`config.mk`:
```
export PLATFORM = sky130hd
export DESIGN_NAME = demux2_stream
export DESIGN_NICKNAME = d
export VERILOG_FILES = /design/src/rtl/demux2_stream.sv
export SDC_FILE = /design/constraint.sdc
export NUM_CORES = 1
export LEC_CHECK = 0
export ABC_AREA = 1
export ABC_CLOCK_PERIOD_IN_PS = 3100
export CORE_ASPECT_RATIO = 0.8
export CORE_MARGIN = 1
export CORE_UTILIZATION = 35
export CTS_BUF_LIST = sky130_fd_sc_hd__clkbuf_8 sky130_fd_sc_hd__clkbuf_16
export CTS_CLUSTER_SIZE = 40
export DETAILED_ROUTE_END_ITERATION = 6
export GPL_ROUTABILITY_DRIVEN = 0
export GPL_TIMING_DRIVEN = 0
export RECOVER_POWER = 50
export SLEW_MARGIN = 20
export SYNTH_ARGS = -nofsm -noshare
export SYNTH_HDL_FRONTEND = slang
export SYNTH_SLANG_ARGS = --single-unit
```
`constraint.sdc`:
```
create_clock -name clk -period 3.1 [get_ports clk]
set_input_delay 0.31 -clock clk [delete_from_list [all_inputs] [get_ports clk]]
set_output_delay 0.31 -clock clk [all_outputs]
set_load 0.01 [all_outputs]
```
`src/rtl/demux2_stream.sv`:
```
// demux2_stream: 1-to-2 stream demultiplexer. Each accepted word is steered
// by in_sel (or by an alternating pointer) into one of two channel FIFOs,
// and each FIFO drains through its own valid/ready port.

// Per-channel FIFO: registered outputs, no bypass in either direction.
module demux2_fifo #(
  parameter int WIDTH = 1,
  parameter int DEPTH = 4
) (
  input  logic                     clk,
  input  logic                     rst,
  input  logic                     push,
  input  logic [WIDTH-1:0]         push_data,
  input  logic                     pop_ready,
  output logic                     full,
  output logic                     valid,
  output logic [WIDTH-1:0]         data,
  output logic [$clog2(DEPTH):0]   count
);
  localparam int AW = $clog2(DEPTH);
  localparam int CW = AW + 1;

  logic [WIDTH-1:0] mem [DEPTH];
  logic [AW-1:0]    wr_ptr, rd_ptr;
  logic             do_push, do_pop;

  assign full    = (count == CW'(DEPTH));
  assign valid   = (count != '0);
  assign data    = valid ? mem[rd_ptr] : '0;
  // A full FIFO refuses the write even if it pops this cycle.
  assign do_push = push & ~full & ~rst;
  assign do_pop  = valid & pop_ready;

  // Storage is never cleared; stale entries are hidden by count.
  always_ff @(posedge clk) begin
    if (do_push) mem[wr_ptr] <= push_data;
  end

  // Pointers wrap naturally at DEPTH (power of two); count tracks occupancy.
  always_ff @(posedge clk) begin
    if (rst) begin
      wr_ptr <= '0;
      rd_ptr <= '0;
      count  <= '0;
    end else begin
      if (do_push) wr_ptr <= wr_ptr + 1'b1;
      if (do_pop)  rd_ptr <= rd_ptr + 1'b1;
      case ({do_push, do_pop})
        2'b10:   count <= count + 1'b1;
        2'b01:   count <= count - 1'b1;
        default: count <= count;
      endcase
    end
  end
endmodule

module demux2_stream #(
  parameter int WIDTH     = 1,
  parameter int DEPTH     = 4,
  parameter int ALTERNATE = 0
) (
  input  logic                   clk,
  input  logic                   rst,
  input  logic                   in_valid,
  input  logic                   in_sel,
  input  logic [WIDTH-1:0]       in_data,
  output logic                   in_ready,
  output logic                   a_valid,
  input  logic                   a_ready,
  output logic [WIDTH-1:0]       a_data,
  output logic                   b_valid,
  input  logic                   b_ready,
  output logic [WIDTH-1:0]       b_data,
  output logic [$clog2(DEPTH):0] a_count,
  output logic [$clog2(DEPTH):0] b_count
);
  localparam int CW = $clog2(DEPTH) + 1;

  logic                  turn, tgt, accept;
  logic [1:0]            push, full, vld, rdy;
  logic [1:0][WIDTH-1:0] dat;
  logic [1:0][CW-1:0]    cnt;

  // In alternate mode a stalled word keeps its target, so order is kept
  // at the cost of head-of-line blocking between channels.
  assign tgt      = (ALTERNATE != 0) ? turn : in_sel;
  assign in_ready = ~full[tgt];
  assign accept   = in_valid & in_ready;
  assign push     = accept ? (tgt ? 2'b10 : 2'b01) : 2'b00;
  assign rdy      = {b_ready, a_ready};

  // Alternation pointer advances only on an accepted word.
  always_ff @(posedge clk) begin
    if (rst)                              turn <= 1'b0;
    else if ((ALTERNATE != 0) && accept)  turn <= ~turn;
  end

  for (genvar ch = 0; ch < 2; ch++) begin : g_ch
    demux2_fifo #(.WIDTH(WIDTH), .DEPTH(DEPTH)) u_fifo (
      .clk       (clk),
      .rst       (rst),
      .push      (push[ch]),
      .push_data (in_data),
      .pop_ready (rdy[ch]),
      .full      (full[ch]),
      .valid     (vld[ch]),
      .data      (dat[ch]),
      .count     (cnt[ch])
    );
  end

  assign a_valid = vld[0];
  assign a_data  = dat[0];
  assign a_count = cnt[0];
  assign b_valid = vld[1];
  assign b_data  = dat[1];
  assign b_count = cnt[1];
endmodule

```
---- Word-level counts from Yosys, hierarchy flattened ----
Memories as Yosys holds them, arrays and structs flattened. A register that Yosys moved wholly into a read port is not among the register bits.
Index checks and enable logic that the tools add are counted.
W data, S select, Z words.
word-level totals
  flip-flop bits (word level) ............. 14
  memory bits (writable) .................. 8
  input bits .............................. 7
  output and inout bits ................... 11
  logic and storage cells ................. 54
  memories kept ........................... 2
operators by class
  $add $sub $neg .......................... 8
  $lt $le $gt $ge ......................... 1
  equal/unequal tests ..................... 6
  muxes and demuxes ....................... 16
  bitwise gates (word level) .............. 11
  reduce and logical (&&, ||, !) cells .... 4
memory list
  memory              depth  bits a word  rd ports  clocked after memory_dff  wr ports  line  source
  g_ch[0].u_fifo.mem  4      1            1         1                         1         23    logic [WIDTH-1:0] mem [DEPTH];
  g_ch[1].u_fifo.mem  4      1            1         1                         1         23
operators by type and width
  cell                   number
  $mux W2                6
  $pmux W3 S2            2
  $add A2 B1 Y2 const B  4
  $mux W1                8
  $and A1 B1 Y1          7
  $add A3 B1 Y3 const B  2
  $eq A3 B3 Y1 const B   2
  $reduce_bool A3 Y1     2
  $sub A3 B1 Y3 const B  2
  $eq A2 B1 Y1 const B   2
  $eq A2 B2 Y1 const B   2
  $not A1 Y1             4
  $reduce_bool A2 Y1     2
  $lt A1 B2 Y1 const B   1

---- Logic depth before layout (Yosys ltp) ----
Gate-level depths: netlist (run 1).
  depth after elaboration ................. 10
  mapped depth ............................ 13
  depth with buffers taken out ............ 13

---- Modules after synthesis ----
Synthesis (run 1) repeated with hierarchy kept, for this count alone.
second synthesis, totals
  cell total of the unflattened synthesis .. 177
  area, all modules ....................... 1,447.6 um^2
by module, submodules not included
  module         times used  cells each  area each (um^2)  sequential area each (um^2)
  demux2_fifo    2           84          704.4             300.3
  demux2_stream  1           9           38.8              0.0

---- Least setup slack after synthesis (run 1) ----
No wires, ideal clock.
  kind .................................... register to register
  start ................................... register g_ch[0].u_fifo.count[2]
  end ..................................... register g_ch[0].u_fifo.count[2]
  library setup time ...................... 113 ps
  arrival time ............................ 1,632 ps
  data required time ...................... 2,987 ps
  setup slack ............................. 1,356 ps
  cell stages (with the launch flop) ...... 14
  path buffers ............................ 0
  period minus slack after synthesis ...... 1,744 ps
  cells stage by stage .................... dfxtp_1 -> inv_1 -> nand2_1 -> nand2_1 -> inv_1 -> ha_1 -> inv_1 -> fa_1 -> inv_1 -> nand2_1 -> nand3_1 -> nand2_1 -> nand2_1 -> nor2_1
on the way
  elaborated cells on any way between the ends .. 17
  classes of those cells .................. add/sub (2); eq/ne (3); mux (4); bitwise (6); reduce/logical (2)
RTL lines
  item                                                      line  source
  from (decl)                                               18    output logic [$clog2(DEPTH):0] count
  from (signal assigned)                                    49    2'b10: count <= count + 1'b1;
  from (signal assigned)                                    50    2'b01: count <= count - 1'b1;
  from (signal assigned)                                    51    default: count <= count;
  $reduce_bool A3 Y1 *                                      28    assign valid = (count != '0);
  via a_valid                                               68    output logic a_valid,
  $and A1 B1 Y1 *                                           32    assign do_pop = valid & pop_ready;
  via g_ch[0].u_fifo.do_pop                                 25    logic do_push, do_pop;
  $eq A2 B1 Y1 / $eq A2 B2 Y1 (equally long branches)       48    case ({do_push, do_pop})
  $pmux W3 S2 / $reduce_bool A2 Y1 (equally long branches)  --
The timed path passes the listed nets; every way through them passes the cells marked *. The select of a mux whose other input is x is not followed.
A chain may end at the register's enable or synchronous reset.

---- Worst setup path after layout (run 1) ----
  start ................................... input rst
  end ..................................... register g_ch[0].u_fifo.count[2]
on the way
  word-level cells in the longest chain between the ends .. 4
  elaborated cells on any way between the ends .. 6
  classes of those cells .................. eq/ne (2); mux (1); bitwise (2); reduce/logical (1)
RTL lines
  item                                                      line  source
  from (decl)                                               63    input logic rst,
  $not A1 Y1                                                31    assign do_push = push & ~full & ~rst;
  $and A1 B1 Y1                                             31
  $eq A2 B1 Y1 / $eq A2 B2 Y1 (equally long branches)       48
  $pmux W3 S2 / $reduce_bool A2 Y1 (equally long branches)  --
Parallel ways exist; a longest one is shown, timed or not.

==> results.md, run 1 <==
• **number of post-CTS setup repair buffers** 0
• **initial antenna violation count** 0
• **total overflow reported by the global router** 0
• **CP required** 3.32 ns
• **worst r2r dst** g_ch[1].u_fifo.count[2]$_SDFFE_PP0P_
• **area growth from synthesis to layout** 19.8%
• **total track usage** 13.8%
• **number of distinct library cell variants in the gate-level netlist after synthesis** 18
• **critical path capture point type** flip-flop
• **number of primary I/O pins** 18
• **ratio of cells with drive above 1 in the final layout** 4.21%
• **skew final** 0.00230 ns
• **leakage power total** 0.718 nW
• **area occupied by multi-input gates** 592 um2
• **final-report max-slew violation count** 0
• **CTS-repair resized insts** 0
• **utilization of the core after routing** 45.7%
• **area of the die** 4140 um2
• **worst setup margin** 0.765 ns
• **final critical-path required period** 2.34 ns
• **die width** 71.7 um
• **setup repair after global routing missed its margin** no
• **peak supply drop** 0.288 mV
• **Final HPWL DP** 2.01 mm
• **clock tree root driver cell** clkbuf_8
• **worst setup slack before clock tree synthesis** 0.784 ns
• **number of antenna repair diodes** 0
• **vias in the first global route** 1009
• **# port buffers** 17
• **clock input transition at the sequential cells of the worst setup and hold paths** 0.09 ns
• **result of the run** complete, no violations
• **mean area per synthesized cell** 8.05 um2
• **Slew @ Worst Pin** 0.626 ns
• **placeable core region** 3570 um2
• **clock latency reported for the late side of the worst-skew pair** 0.27 ns
• **DP Area** 1580 um2
• **Synth warnings** 0
• **part of the Yosys area used for sequential elements** 44.2%
• **number of sinks driven by the clock tree** 26
• **number of cells traversed by the worst register-to-register path** 13
• **share of the clock period used by the worst path** 75.3%
• **fillers** 360
• **Cells on Worst Hold Path** 2
• **Total Routed Length** 2.58 mm
• **post-route antenna net violation count** 0
• **Longest Clk Path Bufs** 2
• **Max-cap violations** 0
• **first-pass GRT wire length** 4.33 mm
• **pin count of the biggest net entering global routing** 16
• **Max H-tree Level** 1
• **maximum net fanout on the critical path** 7
• **Finished Cell Area** 1630 um2
• **DR vias** 1061
• **launch point of the worst reg-to-reg path** g_ch[1].u_fifo.count[1]$_SDFFE_PP0P_
• **data arrival time at the worst-slack endpoint** 2.55 ns
• **Synth Cell Area** 1360 um2
• **effective utilization at floorplan** 38.1%
• **Std-Cell Rows** 19
• **min-delay src** g_ch[1].u_fifo.wr_ptr[1]$_SDFFE_PP0P_
• **number of iterations in the first detailed-routing pass** 4
• **final-layout setup total negative slack** 0 ns
• **sequential cell area in the final layout** 601 um2
• **cts bufs inserted** 3
• **CTS tree** yes
• **total nets after synthesis** 188
• **initial drt markers** 57
• **post-cts hold buffer count** 0
• **final setup vio count** 0
• **classification of the worst-slack hold path** flip-flop to flip-flop
• **Cell Pwr Density** 726 nW/um2
• **flop and latch count out of synthesis** 26
• **average via count per standard cell** 4.57
• **Worst slew margin** 58.1%
• **post-detailed-route DRC marker count** 0
• **worst hold path endpoint** g_ch[1].u_fifo.wr_ptr[1]$_SDFFE_PP0P_
• **routed len/inst** 11.1 um
• **Hold Fails Final Rpt** 0
• **Vert. Die Dim** 57.8 um
• **flop2flop setup slack** 1.16 ns
• **synthesized instance count** 169
• **Critical Setup Path Class** input pin to flip-flop
• **kind of start point of the critical path** input pin
• **nets@finish** 210
• **maximum clock frequency** 428 MHz
worst max-delay path, stage by stage:
cell	delay (ns)
dlygate4sd3_1	0.61
nor2_1	0.52
nand3_4	0.19
ha_1	0.25
inv_1	0.09
fa_1	0.19
inv_1	0.05
nand2_1	0.06
nand3_1	0.09
nand2_1	0.07
nand2_1	0.04
nor2_1	0.09
cell families (layout without fill, tap and decap cells):
| kind of cell | after synthesis | count (layout) | synth area share, % |
|---|---|---|---|
| flops | 26 | 26 | 44.2 |
| buf+inv | 38 | 59 | 10.8 |
| simple gates | 76 | 76 | 26.2 |
| compound gates | 17 | 17 | 6.72 |
| fa+ha+maj | 12 | 12 | 12.1 |
routing by layer:
metal | GRT usage (%) | wire length [um] | up-vias
met5 | 0 | 0 | -
met4 | 5.60 | 27 | 0
met3 | 3.65 | 74 | 2
met2 | 22.6 | 1190 | 18
met1 | 17.4 | 1290 | 481
li1 | - | - | 560
metrics by stage:
step | total power, W | std cells | hold slack [ns]
after floorplan | 0.000720 | 169 | 0.388
after global placement | 0.000896 | 228 | 0.487
after detailed placement | 0.000920 | 228 | 0.502
after CTS | 0.00120 | 232 | 0.519
after global routing | 0.00127 | 232 | 0.545
final | 0.00118 | 232 | 0.517
worst max path at each step:
stage | depth (start not counted) | slack (ns) | from | end
6_report | 12 | 0.76 | rst | g_ch[0].u_fifo.count[2]$_SDFFE_PP0P_
5_1_grt | 12 | 0.52 | rst | g_ch[0].u_fifo.count[2]$_SDFFE_PP0P_
4_1_cts | 12 | 1.07 | rst | g_ch[0].u_fifo.count[2]$_SDFFE_PP0P_
3_5_place_dp | 12 | 0.78 | rst | g_ch[0].u_fifo.count[2]$_SDFFE_PP0P_
3_3_place_gp | 12 | 0.83 | rst | g_ch[1].u_fifo.count[2]$_SDFFE_PP0P_
2_1_floorplan | 13 | 1.36 | g_ch[0].u_fifo.count[2]$_SDFFE_PP0P_ | g_ch[0].u_fifo.count[2]$_SDFFE_PP0P_
synth_stat cells:
| master | count | area, um2 |
|---|---|---|
| o21ai_0 | 8 | 40.0 |
| buf_4 | 1 | 7.51 |
| nor2_8 | 1 | 20.0 |
| a31oi_1 | 1 | 6.26 |
| nor2_1 | 26 | 97.6 |
| nand2_2 | 3 | 18.8 |
| inv_1 | 37 | 139 |
| fa_1 | 2 | 40.0 |
| nor2_2 | 1 | 6.26 |
| nand2_1 | 33 | 124 |
| nand3_1 | 6 | 30.0 |
| a21boi_0 | 2 | 15.0 |
| ha_1 | 10 | 125 |
| dfxtp_1 | 18 | 360 |
| nand4_1 | 4 | 25.0 |
| nand3_4 | 2 | 35.0 |
| a21oi_1 | 6 | 30.0 |
| edfxtp_1 | 8 | 240 |
power breakdown:
group | leakage [nW] | internal, W | switching [W]
Clock | 0.0357 | 0.000173 | 0.000108
Combinational | 0.463 | 0.000202 | 0.000251
Sequential | 0.219 | 0.000404 | 0.0000430
Total | 0.718 | 0.000780 | 0.000403
layout make-up:
| type | instances | area share [%] |
|---|---|---|
| Multi-Input combinational cell | 105 | 36.3 |
| Clock inverter | 1 | 1.84 |
| Sequential cell | 26 | 36.9 |
| Clock buffer | 3 | 2.53 |
| Inverter | 37 | 8.53 |
| Timing Repair Buffer | 17 | 10.4 |
| Tap cell | 42 | 3.23 |
| Buffer | 1 | 0.230 |
layout by cell type, fill, tap and decap left out, drive strengths merged, types with 2 or more instances in the layout:
cell type and instances:
inv 37, dlygate4sd3 2, clkdlybuf4s50 15, a21boi 2, a21oi 6, dfxtp 18
clkbuf 4, o21ai 8, edfxtp 8, ha 10, fa 2, nor2 28
nand2 36, nand3 8, nand4 4
Power figures use the tool's default switching activity.
==> run 2, diff against run 1 <==
Settings changed: ABC_CLOCK_PERIOD_IN_PS 3100 to 2190.
Clock period 3.1 ns to 2.19 ns, I/O delays scaled along.
==> run 2 against run 1 <==
Compared with the run above: non-clock buffer count unchanged; clock-buffer cell count did not move; largest power group unchanged; register-to-register slack lost 0.89 ns; die area did not move; cell count did not move; utilization grew 0.53 points; sequential share of layout area is 0.42 points lower; cell area increased by 1.2%; setup slack got worse by 0.52 ns; critical path depth unchanged.
==> results.md, run 2 (same netlist as run 1, synthesis figures left out) <==
• **number of sinks driven by the clock tree** 26
• **Std-Cell Rows** 19
• **Max-cap violations** 0
• **setup repair after global routing missed its margin** no
• **number of antenna repair diodes** 0
• **Worst slew margin** 68.4%
• **area occupied by multi-input gates** 611 um2
• **kind of start point of the critical path** input pin
• **final-layout setup total negative slack** 0 ns
• **initial drt markers** 36
• **leakage power total** 0.728 nW
• **Hold Fails Final Rpt** 0
• **Final HPWL DP** 2.01 mm
• **result of the run** complete, no violations
• **DR vias** 1064
• **maximum clock frequency** 514 MHz
• **Slew @ Worst Pin** 0.475 ns
• **Cell Pwr Density** 1020 nW/um2
• **CP required** 2.37 ns
• **clock tree root driver cell** clkbuf_8
• **total track usage** 13.8%
• **skew final** 0.00230 ns
• **CTS tree** yes
• **data arrival time at the worst-slack endpoint** 2.12 ns
• **final-report max-slew violation count** 0
• **area growth from synthesis to layout** 21.2%
• **worst setup margin** 0.244 ns
• **initial antenna violation count** 0
• **post-cts hold buffer count** 0
• **peak supply drop** 0.408 mV
• **first-pass GRT wire length** 4.33 mm
• **area of the die** 4140 um2
• **flop2flop setup slack** 0.27 ns
• **number of primary I/O pins** 18
• **worst r2r dst** g_ch[1].u_fifo.count[2]$_SDFFE_PP0P_
• **placeable core region** 3570 um2
• **fillers** 359
• **sequential cell area in the final layout** 601 um2
• **critical path capture point type** flip-flop
• **Longest Clk Path Bufs** 2
• **Cells on Worst Hold Path** 2
• **share of the clock period used by the worst path** 88.8%
• **# port buffers** 17
• **number of iterations in the first detailed-routing pass** 4
• **Total Routed Length** 2.56 mm
• **overall power after layout** 0.00168 W
• **min-delay src** g_ch[1].u_fifo.wr_ptr[1]$_SDFFE_PP0P_
• **maximum net fanout on the critical path** 7
• **launch point of the worst reg-to-reg path** g_ch[1].u_fifo.count[1]$_SDFFE_PP0P_
• **number of post-CTS setup repair buffers** 0
• **Max H-tree Level** 1
• **nets@finish** 210
• **most frequent standard cell in the layout excluding fill and tap cells** inv_1
• **effective utilization at floorplan** 38.1%
• **cts bufs inserted** 3
• **Critical Setup Path Class** input pin to flip-flop
• **CTS-repair resized insts** 0
• **routed len/inst** 11.0 um
• **number of cells traversed by the worst register-to-register path** 13
• **ratio of cells with drive above 1 in the final layout** 5.26%
• **post-detailed-route DRC marker count** 0
• **Vert. Die Dim** 57.8 um
• **classification of the worst-slack hold path** flip-flop to flip-flop
• **worst hold path endpoint** g_ch[1].u_fifo.wr_ptr[1]$_SDFFE_PP0P_
• **final critical-path required period** 1.95 ns
• **vias in the first global route** 1009
• **clock latency reported for the late side of the worst-skew pair** 0.27 ns
• **total overflow reported by the global router** 0
• **average via count per standard cell** 4.59
• **worst setup slack before clock tree synthesis** -0.0345 ns
• **Worst Hold Slack** 0.516 ns
• **clock input transition at the sequential cells of the worst setup and hold paths** 0.09 ns
• **pin count of the biggest net entering global routing** 16
• **die width** 71.7 um
• **post-route antenna net violation count** 0
• **most frequent cells in the layout** 37 x inv_1, 34 x nand2_1, 26 x nor2_1, 18 x dfxtp_1, 16 x clkdlybuf4s50_1
• **final setup vio count** 0
run 2: cell types whose count changed in the layout (fill, tap and decap cells not counted), sizes merged:
cell	delta
clkdlybuf4s50	+1
dlygate4sd3	-1
run 2: per-layer routing:
| metal | part of all wire, % | vias to the layer above | track usage, % |
|---|---|---|---|
| li1 | - | 560 | - |
| met1 | 50 | 482 | 17.4 |
| met2 | 46 | 20 | 22.6 |
| met3 | 3.0 | 2 | 3.65 |
| met4 | 1.1 | 0 | 5.60 |
| met5 | 0 | - | 0 |
run 2: how the worst max path moves through the flow:
stage                                         startpoint                                   end  slack (ns)  depth (start not counted)
finish                                               rst  g_ch[0].u_fifo.count[2]$_SDFFE_PP0P_        0.24                         12
global route        g_ch[1].u_fifo.count[2]$_SDFFE_PP0P_  g_ch[1].u_fifo.count[2]$_SDFFE_PP0P_        0.04                         12
CTS                                                  rst  g_ch[0].u_fifo.count[2]$_SDFFE_PP0P_        0.25                         12
detailed placement                                   rst  g_ch[0].u_fifo.count[2]$_SDFFE_PP0P_       -0.03                         12
global placement                                     rst  g_ch[1].u_fifo.count[2]$_SDFFE_PP0P_        0.01                         12
floorplan           g_ch[0].u_fifo.count[2]$_SDFFE_PP0P_  g_ch[0].u_fifo.count[2]$_SDFFE_PP0P_        0.45                         13
run 2: report_power, final:
part	switching, W	internal [W]
Clock	0.000153	0.000245
Combinational	0.000358	0.000290
Sequential	0.0000614	0.000572
run 2: final cells by class:
cell class | count | area share, %
Buffer | 1 | 0.228
Tap cell | 42 | 3.19
Timing Repair Buffer | 17 | 10.3
Sequential cell | 26 | 36.4
Clock buffer | 3 | 2.51
Multi-Input combinational cell | 105 | 37.1
Clock inverter | 1 | 1.82
Inverter | 37 | 8.43
run 2: metrics by stage:
step           instances  area [um2]  utilization (%)
2_1_floorplan        169        1360                -
3_3_place_gp         228        1580             44.4
3_5_place_dp         228        1580             44.4
4_1_cts              232        1650             46.4
5_1_grt              232        1650             46.2
6_report             232        1650             46.2
run 2: critical path, cell delays in order:
cell and delay [ns]:
clkdlybuf4s50_1 0.66, nor2_8 0.10, nand3_4 0.14, ha_1 0.19, inv_1 0.07, fa_1 0.38, inv_1 0.07, nand2_1 0.05
nand3_1 0.09, nand2_1 0.06, nand2_1 0.05, nor2_1 0.04
==> run 3, diff against run 2 <==
Settings changed: CORE_ASPECT_RATIO 0.8 to not set.
==> run 3 against run 2 <==
Compared with the run above: clock power fell by 34%; clock skew fell by 0.0010 ns; sequential power fell by 0.6%; sequential share of layout area rose by 0.48 points; non-clock buffer count did not move; total power fell by 8.3%; combinational power barely moved; critical path type unchanged; largest power group unchanged.
==> results.md, run 3 (same netlist as run 1, synthesis figures left out) <==
• **nets@finish** 210
• **Longest Clk Path Bufs** 2
• **clock input transition at the sequential cells of the worst setup and hold paths** 0.08 ns
• **Slew @ Worst Pin** 0.345 ns
• **area of the die** 4140 um2
• **maximum clock frequency** 491 MHz
• **skew final** 0.00126 ns
• **combined buffer and inverter count along the critical path** 3
• **Cell Pwr Density** 947 nW/um2
• **vias in the first global route** 980
• **Worst Hold Slack** 0.508 ns
• **most frequent standard cell in the layout excluding fill and tap cells** inv_1
• **final-layout setup total negative slack** 0 ns
• **number of antenna repair diodes** 0
• **count of placed standard cells including taps** 234
• **CTS tree** yes
• **first-pass GRT wire length** 4.20 mm
• **kind of cell with the highest combined delay on the critical path** buffers and inverters
• **Worst slew margin** 76.9%
• **placeable core region** 3690 um2
• **Finished Cell Area** 1630 um2
• **effective utilization at floorplan** 36.9%
• **routed len/inst** 10.4 um
• **number of post-CTS setup repair buffers** 0
• **Total Routed Length** 2.46 mm
• **# port buffers** 17
• **number of primary I/O pins** 18
• **critical path capture point type** flip-flop
• **total overflow reported by the global router** 0
• **cells along the critical path** dlygate4sd3_1 > nor2_8 > nand3_4 > ha_1 > inv_1 > fa_1 > inv_1 > nand2_1 > nand3_1 > nand2_1 > nand2_1 > nor2_1
• **peak supply drop** 0.443 mV
• **post-route antenna net violation count** 0
• **CP required** 2.35 ns
• **Final Non-Filler Cells** 237
• **DR vias** 1051
• **ratio of cells with drive above 1 in the final layout** 4.76%
• **CTS-repair resized insts** 0
• **final-report max-slew violation count** 0
• **cts bufs inserted** 3
• **classification of the worst-slack hold path** flip-flop to flip-flop
• **die width** 64.3 um
• **Max-cap violations** 0
• **Std-Cell Rows** 22
• **Max H-tree Level** 1
• **stage delay of the slowest cell on the critical path** 0.74 ns
• **crit path max-delay cell type** dlygate4sd3_1
• **initial antenna violation count** 0
• **maximum net fanout on the critical path** 7
• **pin count of the biggest net entering global routing** 14
• **Final HPWL DP** 1.93 mm
• **most frequent cells in the layout** 37 x inv_1, 34 x nand2_1, 27 x nor2_1, 18 x dfxtp_1, 15 x clkdlybuf4s50_1
• **initial drt markers** 30
• **Most Frequent Cell on Critical Path** nand2_1
• **setup repair after global routing missed its margin** no
• **clock tree root driver cell** clkbuf_8
• **number of iterations in the first detailed-routing pass** 4
• **final setup vio count** 0
• **post-cts hold buffer count** 0
• **Vert. Die Dim** 64.3 um
• **Critical Setup Path Class** input pin to flip-flop
• **result of the run** complete, no violations
• **post-detailed-route DRC marker count** 0
• **share of the clock period used by the worst path** 93.0%
• **leakage power total** 0.717 nW
• **total track usage** 12.9%
• **data arrival time at the worst-slack endpoint** 2.20 ns
• **area growth from synthesis to layout** 19.6%
• **kind of start point of the critical path** input pin
• **Hold Fails Final Rpt** 0
• **final critical-path required period** 2.04 ns
• **clock latency reported for the late side of the worst-skew pair** 0.26 ns
• **average via count per standard cell** 4.43
• **DP Area** 1590 um2
• **number of sinks driven by the clock tree** 26
[run 3: final timing paths]
path	slack, ns	end	depth (start not counted)	start
worst min register to register	0.51	g_ch[1].u_fifo.wr_ptr[1]$_SDFFE_PP0P_	2	g_ch[1].u_fifo.wr_ptr[1]$_SDFFE_PP0P_
worst max-delay path	0.15	g_ch[1].u_fifo.count[2]$_SDFFE_PP0P_	12	rst
worst max register to register	0.25	g_ch[1].u_fifo.count[2]$_SDFFE_PP0P_	12	g_ch[1].u_fifo.count[1]$_SDFFE_PP0P_
worst min-delay path	0.51	g_ch[1].u_fifo.wr_ptr[1]$_SDFFE_PP0P_	2	g_ch[1].u_fifo.wr_ptr[1]$_SDFFE_PP0P_
[run 3: routing by layer]
metal  part of all wire [%]  up-vias  track usage, %
met5                      0        -               0
met4                    1.1        0            5.83
met3                    2.1        2            1.61
met2                     47       13            21.6
met1                     50      476            16.4
li1                       -      560               -
[run 3: area by class of cell]
type / count / area, um2
Inverter: 37 / 139
Buffer: 1 / 7.51
Tap cell: 48 / 60.1
Sequential cell: 26 / 601
Fill cell: 385 / 2060
Clock buffer: 3 / 41.3
Multi-Input combinational cell: 105 / 608
Timing Repair Buffer: 17 / 170
[run 3: worst min-delay path: cells and delay by family (launching register included)]
family	cells	cell delay [ns]
simple gates	2	0.12
flops	1	0.34
[run 3: stage by stage]
stage	util, %	setup slack (ns)	power [W]
finish	44.1	0.154	0.00154
global route	44.1	0.0491	0.00166
CTS	44.2	0.222	0.00157
detailed placement	43.1	-0.0385	0.00130
global placement	43.1	0.00626	0.00127
floorplan	-	0.446	0.00102
[run 3: report_power, final]
group          internal (W)  switching, W
logic              0.000290      0.000358
clock network      0.000123      0.000140
registers          0.000572     0.0000573
total              0.000985      0.000555
